--- src/rtl/instr_fetch_unit_if.sv ---
// Fetch-unit bus bundle: controller handshake, redirect input and instruction-memory port.
// The master modport is the fetch unit's view; slave is the controller/memory side.
interface instr_fetch_unit_if #(
  parameter int unsigned WIDTH = 32
);
  logic             fetch_start;
  logic             redirect_valid;
  logic [WIDTH-1:0] redirect_target;
  logic             imem_req;
  logic [WIDTH-1:0] imem_addr;
  logic             imem_ack;
  logic [31:0]      imem_rdata;
  logic             instr_valid;
  logic [31:0]      instr;
  logic [6:0]       opcode;
  logic [WIDTH-1:0] instr_pc;
  logic [WIDTH-1:0] pc_plus_4;
  logic             busy;
  logic             misaligned;

  modport master (
    input  fetch_start, redirect_valid, redirect_target, imem_ack, imem_rdata,
    output imem_req, imem_addr, instr_valid, instr, opcode, instr_pc, pc_plus_4, busy,
           misaligned
  );

  modport slave (
    output fetch_start, redirect_valid, redirect_target, imem_ack, imem_rdata,
    input  imem_req, imem_addr, instr_valid, instr, opcode, instr_pc, pc_plus_4, busy,
           misaligned
  );
endinterface

--- src/rtl/instr_fetch_unit.sv ---
// Instruction fetch front end: owns the fetch PC and instruction register, runs the
// req/ack handshake with instruction memory and absorbs jump redirects, including
// ones that land while a request is still outstanding.
module instr_fetch_unit #(
  parameter int unsigned      WIDTH    = 32,
  parameter logic [WIDTH-1:0] RESET_PC = '0
) (
  input logic                 clk,
  input logic                 rst,
  instr_fetch_unit_if.master  bus
);

  typedef enum logic [1:0] {StIdle, StReq, StFlush, StTrap} state_e;

  localparam logic [WIDTH-1:0] PcStep = WIDTH'(4);
  localparam logic [31:0]      Nop    = 32'h0000_0013;

  state_e           state_q, state_d;
  logic [WIDTH-1:0] fetch_pc_q, fetch_pc_d;
  logic [WIDTH-1:0] pend_q, pend_d;
  logic [31:0]      instr_q, instr_d;
  logic [WIDTH-1:0] instr_pc_q, instr_pc_d;
  logic             valid_q, valid_d;
  logic             mis_q, mis_d;

  logic [WIDTH-1:0] eff;
  logic             eff_misal;
  logic             unused_tgt_lsb;

  // Bit 0 of a jump target is architecturally ignored; bit 1 set means a misaligned target.
  assign eff            = {bus.redirect_target[WIDTH-1:1], 1'b0};
  assign eff_misal      = bus.redirect_target[1];
  assign unused_tgt_lsb = bus.redirect_target[0];

  // Next-state, PC and instruction-register update logic.
  always_comb begin
    state_d    = state_q;
    fetch_pc_d = fetch_pc_q;
    pend_d     = pend_q;
    instr_d    = instr_q;
    instr_pc_d = instr_pc_q;
    valid_d    = 1'b0;
    mis_d      = mis_q;
    unique case (state_q)
      StIdle: begin
        if (bus.redirect_valid && eff_misal) begin
          mis_d   = 1'b1;
          state_d = StTrap;
        end else begin
          if (bus.redirect_valid) fetch_pc_d = eff;
          if (bus.fetch_start)    state_d    = StReq;
        end
      end
      StReq: begin
        if (bus.redirect_valid && eff_misal) begin
          mis_d   = 1'b1;
          state_d = StTrap;
        end else if (bus.imem_ack && bus.redirect_valid) begin
          // Jump wins over the returning word: drop the data.
          fetch_pc_d = eff;
          state_d    = StIdle;
        end else if (bus.imem_ack) begin
          instr_d    = bus.imem_rdata;
          instr_pc_d = fetch_pc_q;
          fetch_pc_d = fetch_pc_q + PcStep;
          valid_d    = 1'b1;
          state_d    = StIdle;
        end else if (bus.redirect_valid) begin
          pend_d  = eff;
          state_d = StFlush;
        end
      end
      StFlush: begin
        // The outstanding request cannot be withdrawn; wait for its ack and discard it.
        if (bus.redirect_valid && eff_misal) begin
          mis_d   = 1'b1;
          state_d = StTrap;
        end else if (bus.imem_ack) begin
          fetch_pc_d = bus.redirect_valid ? eff : pend_q;
          state_d    = StIdle;
        end else if (bus.redirect_valid) begin
          pend_d = eff;
        end
      end
      StTrap: begin
        state_d = StTrap;
      end
    endcase
  end

  // State and datapath registers with synchronous reset.
  always_ff @(posedge clk) begin
    if (rst) begin
      state_q    <= StIdle;
      fetch_pc_q <= RESET_PC;
      pend_q     <= '0;
      instr_q    <= Nop;
      instr_pc_q <= RESET_PC;
      valid_q    <= 1'b0;
      mis_q      <= 1'b0;
    end else begin
      state_q    <= state_d;
      fetch_pc_q <= fetch_pc_d;
      pend_q     <= pend_d;
      instr_q    <= instr_d;
      instr_pc_q <= instr_pc_d;
      valid_q    <= valid_d;
      mis_q      <= mis_d;
    end
  end

  // Outputs derived from registered state.
  always_comb begin
    bus.imem_req    = (state_q == StReq) || (state_q == StFlush);
    bus.imem_addr   = fetch_pc_q;
    bus.instr_valid = valid_q;
    bus.instr       = instr_q;
    bus.opcode      = instr_q[6:0];
    bus.instr_pc    = instr_pc_q;
    bus.pc_plus_4   = instr_pc_q + PcStep;
    bus.busy        = (state_q != StIdle);
    bus.misaligned  = mis_q;
  end

endmodule

--- src/flat_wrapper.sv ---
// flat-port wrapper written by rule: the top's interface ports become plain ports
module instr_fetch_unit_flat 
#(
  parameter int unsigned      WIDTH    = 32,
  parameter logic [WIDTH-1:0] RESET_PC = '0
)
  (clk, rst, bus_fetch_start, bus_redirect_valid, bus_redirect_target, bus_imem_ack, bus_imem_rdata, bus_imem_req, bus_imem_addr, bus_instr_valid, bus_instr, bus_opcode, bus_instr_pc, bus_pc_plus_4, bus_busy, bus_misaligned);
  instr_fetch_unit_if #(.WIDTH(WIDTH)) bus_i ();
  input logic clk;
  input logic rst;
  input wire logic [$bits(bus_i.fetch_start)-1:0] bus_fetch_start;
  input wire logic [$bits(bus_i.redirect_valid)-1:0] bus_redirect_valid;
  input wire logic [$bits(bus_i.redirect_target)-1:0] bus_redirect_target;
  input wire logic [$bits(bus_i.imem_ack)-1:0] bus_imem_ack;
  input wire logic [$bits(bus_i.imem_rdata)-1:0] bus_imem_rdata;
  output wire logic [$bits(bus_i.imem_req)-1:0] bus_imem_req;
  output wire logic [$bits(bus_i.imem_addr)-1:0] bus_imem_addr;
  output wire logic [$bits(bus_i.instr_valid)-1:0] bus_instr_valid;
  output wire logic [$bits(bus_i.instr)-1:0] bus_instr;
  output wire logic [$bits(bus_i.opcode)-1:0] bus_opcode;
  output wire logic [$bits(bus_i.instr_pc)-1:0] bus_instr_pc;
  output wire logic [$bits(bus_i.pc_plus_4)-1:0] bus_pc_plus_4;
  output wire logic [$bits(bus_i.busy)-1:0] bus_busy;
  output wire logic [$bits(bus_i.misaligned)-1:0] bus_misaligned;
  assign bus_i.fetch_start = bus_fetch_start;
  assign bus_i.redirect_valid = bus_redirect_valid;
  assign bus_i.redirect_target = bus_redirect_target;
  assign bus_i.imem_ack = bus_imem_ack;
  assign bus_i.imem_rdata = bus_imem_rdata;
  assign bus_imem_req = bus_i.imem_req;
  assign bus_imem_addr = bus_i.imem_addr;
  assign bus_instr_valid = bus_i.instr_valid;
  assign bus_instr = bus_i.instr;
  assign bus_opcode = bus_i.opcode;
  assign bus_instr_pc = bus_i.instr_pc;
  assign bus_pc_plus_4 = bus_i.pc_plus_4;
  assign bus_busy = bus_i.busy;
  assign bus_misaligned = bus_i.misaligned;
  instr_fetch_unit #(.WIDTH(WIDTH), .RESET_PC(RESET_PC)) u_core (.clk(clk), .rst(rst), .bus(bus_i));
endmodule
--- config.mk ---
export PLATFORM = sky130hd
export DESIGN_NAME = instr_fetch_unit_flat
export DESIGN_NICKNAME = d
export VERILOG_FILES = /design/src/rtl/instr_fetch_unit_if.sv /design/src/rtl/instr_fetch_unit.sv /design/src/flat_wrapper.sv
export SDC_FILE = /design/constraint.sdc
export NUM_CORES = 1
export LEC_CHECK = 0
export CAP_MARGIN = 20
export CORE_UTILIZATION = 51
export CTS_CLUSTER_DIAMETER = 120
export DETAILED_ROUTE_END_ITERATION = 10
export PLACE_DENSITY = 0.83
export SLEW_MARGIN = 20
export SYNTH_ARGS = -nofsm -noshare
export SYNTH_HDL_FRONTEND = slang
export SYNTH_SLANG_ARGS = --single-unit
--- constraint.sdc ---
create_clock -name clk -period 4.9 [get_ports clk]
set_clock_uncertainty 0.1 [all_clocks]
set_input_delay 0.98 -clock clk [delete_from_list [all_inputs] [get_ports clk]]
set_output_delay 0.98 -clock clk [all_outputs]
set_load 0.05 [all_outputs]
==> results.md, run 1 <==
- Outcome: complete, no violations
- Synth Instances: 877
- Max Slew Vio Count: 0
- Rel. slew slack: 25.8%
- Core ar.: 12700 µm²
- Clock Power Share: 33.6%
- Register area share after synthesis: 39.4%
- Design area: 9360 µm²
- Crit path launch type: flop
- Pin count of the biggest net entering global routing: 84
- GP Congestion: slightly below 0.9
- Post-synth EDFFs: 0
- Initial Util: 52.8%
- Synthesized Nets: roughly 950
- Combinational share of power: 31.1%
- Placed Area: 8770 µm²
- Layout cells sized above 1: under 10%
- Gr ovfl total: 0
- CTS tree: done
- Hold bufs inserted after CTS: 0
- YS warnings: 0
- Final setup TNS: 0 ns
- Port Buf Inserts: around 210
- DRC: 0
- Leakage: about 3.3 nW
- CTS root buf: clkbuf_16
- Initial drt markers: 694
- Area contributors post-synth: dfxtp_1, nand2_1, a21oi_1
- Detailed placer's ending HPWL: 14.0 mm
- FMAX: 235 MHz
- Fin nets: roughly 1100
- ANT cells: 0
- Vias: 7095
- CTS Sinks: 132
- Vias in the first global route: around 6300
- Global-route wire length before repair: 31.7 mm
- Vias per inst: 5.77
- Power Dens Cells: approximately 400 nW/µm²
- Reg power frac: 35.3%
- Fin crit share: about 87%
- CTS-repair resized insts: 0
- Hold WC Path Type: flop to flop
- Post-CTS Setup Bufs: 0
- Most frequent cell after synthesis: nand2_1
- H-tree levels: 4
- Pre-Repair DR Iteration Count: 9
- Synth top area share: between 30% and 40%
- NetSw: between 0.001 and 0.0015 W
- Slew @ Worst Pin: 1.11 ns
- RSZ-0062 raised after global routing: false
- CP required: 3.82 ns
- Largest fanout on the critical path: 7
- Total GRT Usage: 30.0%
- Area Growth Syn to Fin: 39.3%
- Max VDD drop: 308 µV
- FFs w/ async S/R, synth: 0%
- Die width: 117 µm
- # setup viols final: 0
- Syn Area/Cell: 7.66 µm²
- Commonest cells in the synthesized netlist: nand2_1, dfxtp_1, a21oi_1
- FF+latch count, synth: 132
- Final worst path period need: 4.25 ns
- Critical Path AT: 3.17 ns
- Maxcap violations: 0
- Final instance count without filler cells: 1229
- Cell-internal power: 0.00237 W
- Antenna Nets Post-Route: 0
- Routed wire length: just over 20 mm
- Clk_lat worst skew: 0.42 ns
- Site row count: 41
- Setup CP Type: flop to output pin
- Total Die Area: 13600 µm²
- Routed wire length per instance: approximately 17 µm
- Antenna violations before repair: 0
- Clock Pin Slew Worst Setup and Hold Paths: 0.06 ns
- IO Pins: 208
- Mapped cell area: ~6700 µm²
- Placed cell count: 1197
- Post-synth top area cell: dfxtp_1
- CP endpoint kind: output pin
- Post-synth cell types: 68
- Sw frac: between 30% and 40%
- Fin. Hold Viols: 0
- Total CTS buffers: 17
- Clock buffer depth: 2
- Ys flop type: dfxtp_1
- Die height: 117 µm
## power groups by stage
stage	clock network (W)	registers, W	logic (W)
4_1_cts	0.00127	0.00131	0.00116
2_1_floorplan	0	0.00156	0.000523
5_1_grt	0.00132	0.00133	0.00124
3_5_place_dp	0	0.00133	0.00115
6_report	0.00126	0.00132	0.00117
3_3_place_gp	0	0.00133	0.00114
## logic make-up after synthesis
logic type	count (synthesis)	share of synthesized area [%]
mux	12	1.90
fa+ha+maj	7	1.30
xor+xnor	31	4.04
flops	132	39.4
buf+inv	88	6.02
compound gates	234	21.8
simple gates	373	25.6
## registers in the layout, indices dropped and copies added (netlist names)
register,cells
u_core.bus.imem_addr,32
u_core.bus.instr,32
u_core.bus.instr_pc,32
u_core.bus.instr_valid,1
u_core.bus.misaligned,1
u_core.pend_q,32
u_core.state_q,2
## per-layer routing
layer / GRT usage, % / wire [µm] / vias to the layer above
met4: 9.96 / 395 / 0
met1: 38.7 / 8450 / 3310
met2: 50.2 / 10200 / 342
li1: - / - / 3407
met5: 0 / 0 / -
met3: 5.86 / 1590 / 36
## per-stage QoR
step / power (W) / hold WS, ns / worst slack, ns / utilization [%]
3_5_place_dp: 0.00249 / 0.346 / 1.07 / 68.9
4_1_cts: 0.00374 / 0.353 / 0.622 / 73.5
6_report: 0.00375 / 0.352 / 0.648 / 73.5
2_1_floorplan: 0.00208 / 0.334 / 1.12 / -
3_3_place_gp: 0.00247 / 0.341 / 1.11 / 68.9
5_1_grt: 0.00389 / 0.370 / 0.516 / 73.5
## final cells by class
type	instances	area [µm²]
inverters	17	63.8
fillers	1017	3370
multi-input cells	657	3690
clock inverters	8	98.8
well taps	172	215
clock buffers	24	492
flip-flops and latches	132	2640
repair buffers	219	2160
## final timing paths
| kind | startpoint | endpoint | slack [ns] | cells past startpoint |
|---|---|---|---|---|
| hold / removal | u_core.pend_q[3] | u_core.pend_q[3] | 0.35 | 2 |
| setup reg to reg | u_core.state_q[0] | u_core.bus.imem_addr[11] | 1.98 | 7 |
| hold reg to reg | u_core.pend_q[3] | u_core.pend_q[3] | 0.35 | 2 |
| setup / recovery | u_core.bus.instr_pc[11] | bus_pc_plus_4[31] | 0.65 | 6 |
## cell usage in the layout (no fill, tap or decap), drive strengths merged, types with 13 or more instances in the layout
master,count
nand2,220
clkdlybuf4s50,205
dfxtp,132
a21oi,113
nor2,43
o21ai,37
nand3,34
clkbuf,24
xnor2,20
inv,16
a221oi,14
buf,14
nor3,13
nand4,13
nor4,13
## critical path, cell delays in order, from the launching register on
cell and delay (ns):
dfxtp_1 0.47, nand4_2 0.19, nor4_2 0.51, nand3_1 0.25, nor2_1 0.33, xor2_1 0.17
clkdlybuf4s50_1 0.83
Note: power is estimated with default switching activity, not from simulation.
==> run 2, diff against run 1 <==
--- a/config.mk
+++ b/config.mk
@@ -6,10 +6,11 @@
 export NUM_CORES = 1
 export LEC_CHECK = 0
 export CAP_MARGIN = 20
-export CORE_UTILIZATION = 51
+export CORE_UTILIZATION = 52
+export CTS_BUF_LIST = sky130_fd_sc_hd__clkbuf_4
 export CTS_CLUSTER_DIAMETER = 120
 export DETAILED_ROUTE_END_ITERATION = 10
-export PLACE_DENSITY = 0.83
+export PLACE_DENSITY = 0.85
 export SLEW_MARGIN = 20
 export SYNTH_ARGS = -nofsm -noshare
 export SYNTH_HDL_FRONTEND = slang
==> constraint.sdc (replaced) <==
create_clock -name clk -period 4.9 [get_ports clk]
set_clock_uncertainty 0.1 [all_clocks]
set_input_delay 0.49 -clock clk [delete_from_list [all_inputs] [get_ports clk]]
set_output_delay 0.49 -clock clk [all_outputs]
set_load 0.05 [all_outputs]
==> results.md, run 2 (synthesized netlist as in run 1, its figures left out) <==
- Outcome: complete, no violations
- Pin count of the biggest net entering global routing: roughly 100
- Detailed placer's ending HPWL: 14.0 mm
- DRC: 0
- Die width: 116 µm
- Routed wire length per instance: roughly 17 µm
- CTS-repair resized insts: 0
- Power Dens Cells: 348 nW/µm²
- Hold bufs inserted after CTS: 0
- Routed wire length: 20.5 mm
- # setup viols final: 0
- Clk_lat worst skew: around 0.54 ns
- Clock Pin Slew Worst Setup and Hold Paths: 0.13 ns
- Pre-Repair DR Iteration Count: 6
- Final setup TNS: 0 ns
- Initial Util: 53.2%
- Fin. Hold Viols: 0
- CTS Sinks: 132
- Slew @ Worst Pin: 1.09 ns
- H-tree levels: 4
- FMAX: between 200 and 300 MHz
- Antenna violations before repair: 0
- Global-route wire length before repair: 31.6 mm
- Core ar.: ~13000 µm²
- Vias in the first global route: 6308
- Setup CP Type: flop to output pin
- Max Slew Vio Count: 0
- Die height: 116 µm
- Total GRT Usage: approximately 30%
- Area taken by multi-input logic gates: between 3000 and 4000 µm²
- Vias: 7193
- Total power: 0.00314 W
- Fin nets: 1120
- Maxcap violations: 0
- CP required: 4.31 ns
- Vias per inst: 5.84
- Area Growth Syn to Fin: 34.3%
- CTS tree: done
- CP endpoint kind: output pin
- Reg area: 2640 µm²
- Layout cells sized above 1: a little under 7%
- Total Die Area: around 13000 µm²
- Final worst path period need: 3.84 ns
- Port Buf Inserts: just over 200
- Max VDD drop: 347 µV
- Gr ovfl total: 0
- Crit path launch type: flop
- Fin crit share: 78.3%
- Critical Path AT: roughly 3.3 ns
- IO Pins: ~210
- Hold WC Path Type: input pin to flop
- CTS root buf: clkbuf_4
- RSZ-0062 raised after global routing: false
- Antenna Nets Post-Route: 0
- Initial drt markers: 768
- GP Congestion: just under 0.9
- Largest fanout on the critical path: 7
- Post-CTS Setup Bufs: 0
- Clock buffer depth: 2
- Total CTS buffers: 17
- Most common cell after layout, fill and taps aside: nand2_1
- Site row count: 41
- Leakage: 3.10 nW
- Rel. slew slack: between 20 and 30%
- Commonest non-fill, non-tap cells in the layout: nand2_1, clkdlybuf4s50_1, dfxtp_1
- Fill cells: 1065
- Hold slack: 0.198 ns
==> run 2: changes by cell type in the layout (fill, tap and decap cells not counted), moves of 2 or more <==
cell,before,now
clkinvlp_4,2,6
clkbuf_8,4,0
diode_2,0,2
clkbuf_16,17,0
inv_6,0,4
clkbuf_4,0,19
bufinv_16,2,0
clkbuf_1,3,0
clkinv_2,3,1
==> run 2: cell type report <==
| class | instances | area share (%) |
|---|---|---|
| antenna | 2 | 0.0555 |
| clock buffer | 19 | 1.58 |
| clock inverter | 13 | 1.14 |
| inverter | 17 | 0.707 |
| multi-input combinational | 657 | 40.9 |
| sequential | 132 | 29.3 |
| tap | 172 | 2.39 |
| timing repair buffer | 219 | 23.9 |
==> run 2: per-stage QoR <==
| step | cells | utilization [%] | setup WS, ns | area, µm² |
|---|---|---|---|---|
| 2_1_floorplan | 877 | - | 1.61 | 6720 |
| 3_3_place_gp | 1197 | 69.5 | 1.67 | 8770 |
| 3_5_place_dp | 1197 | 69.5 | 1.62 | 8770 |
| 4_1_cts | 1229 | 71.4 | 1.04 | 9010 |
| 5_1_grt | 1229 | 71.4 | 0.855 | 9010 |
| 6_report | 1231 | 71.5 | 1.06 | 9020 |
==> run 2: worst paths after layout <==
kind | startpoint | slack [ns] | to | cells after the start
min reg2reg | u_core.pend_q[18] | 0.36 | u_core.pend_q[18] | 2
min | rst | 0.20 | u_core.bus.instr[2] | 2
max reg2reg | u_core.state_q[0] | 1.90 | u_core.bus.imem_addr[27] | 7
max | u_core.bus.instr_pc[11] | 1.06 | bus_pc_plus_4[22] | 6
==> run 2: layer usage <==
metal | GRT usage (%) | wire length [µm] | vias to the layer above
li1 | - | - | 3417
met1 | 39.0 | 8520 | 3347
met2 | 48.7 | 9700 | 369
met3 | 5.60 | 1670 | 60
met4 | 13.2 | 596 | 0
met5 | 0 | 0 | -
==> run 2: critical path: stages, from the launching register on <==
cell and delay, ns:
dfxtp_1 0.49, nand4_2 0.20, nor4_2 0.49, and4_1 0.42, nand4_1 0.15, xnor2_1 0.16, clkdlybuf4s50_1 0.81
==> run 2: where the power goes <==
part | internal, W | leakage [nW] | switching (W)
Clock | 0.000217 | 0.119 | 0.000434
Combinational | 0.000406 | 1.91 | 0.000756
Sequential | 0.00116 | 1.07 | 0.000158
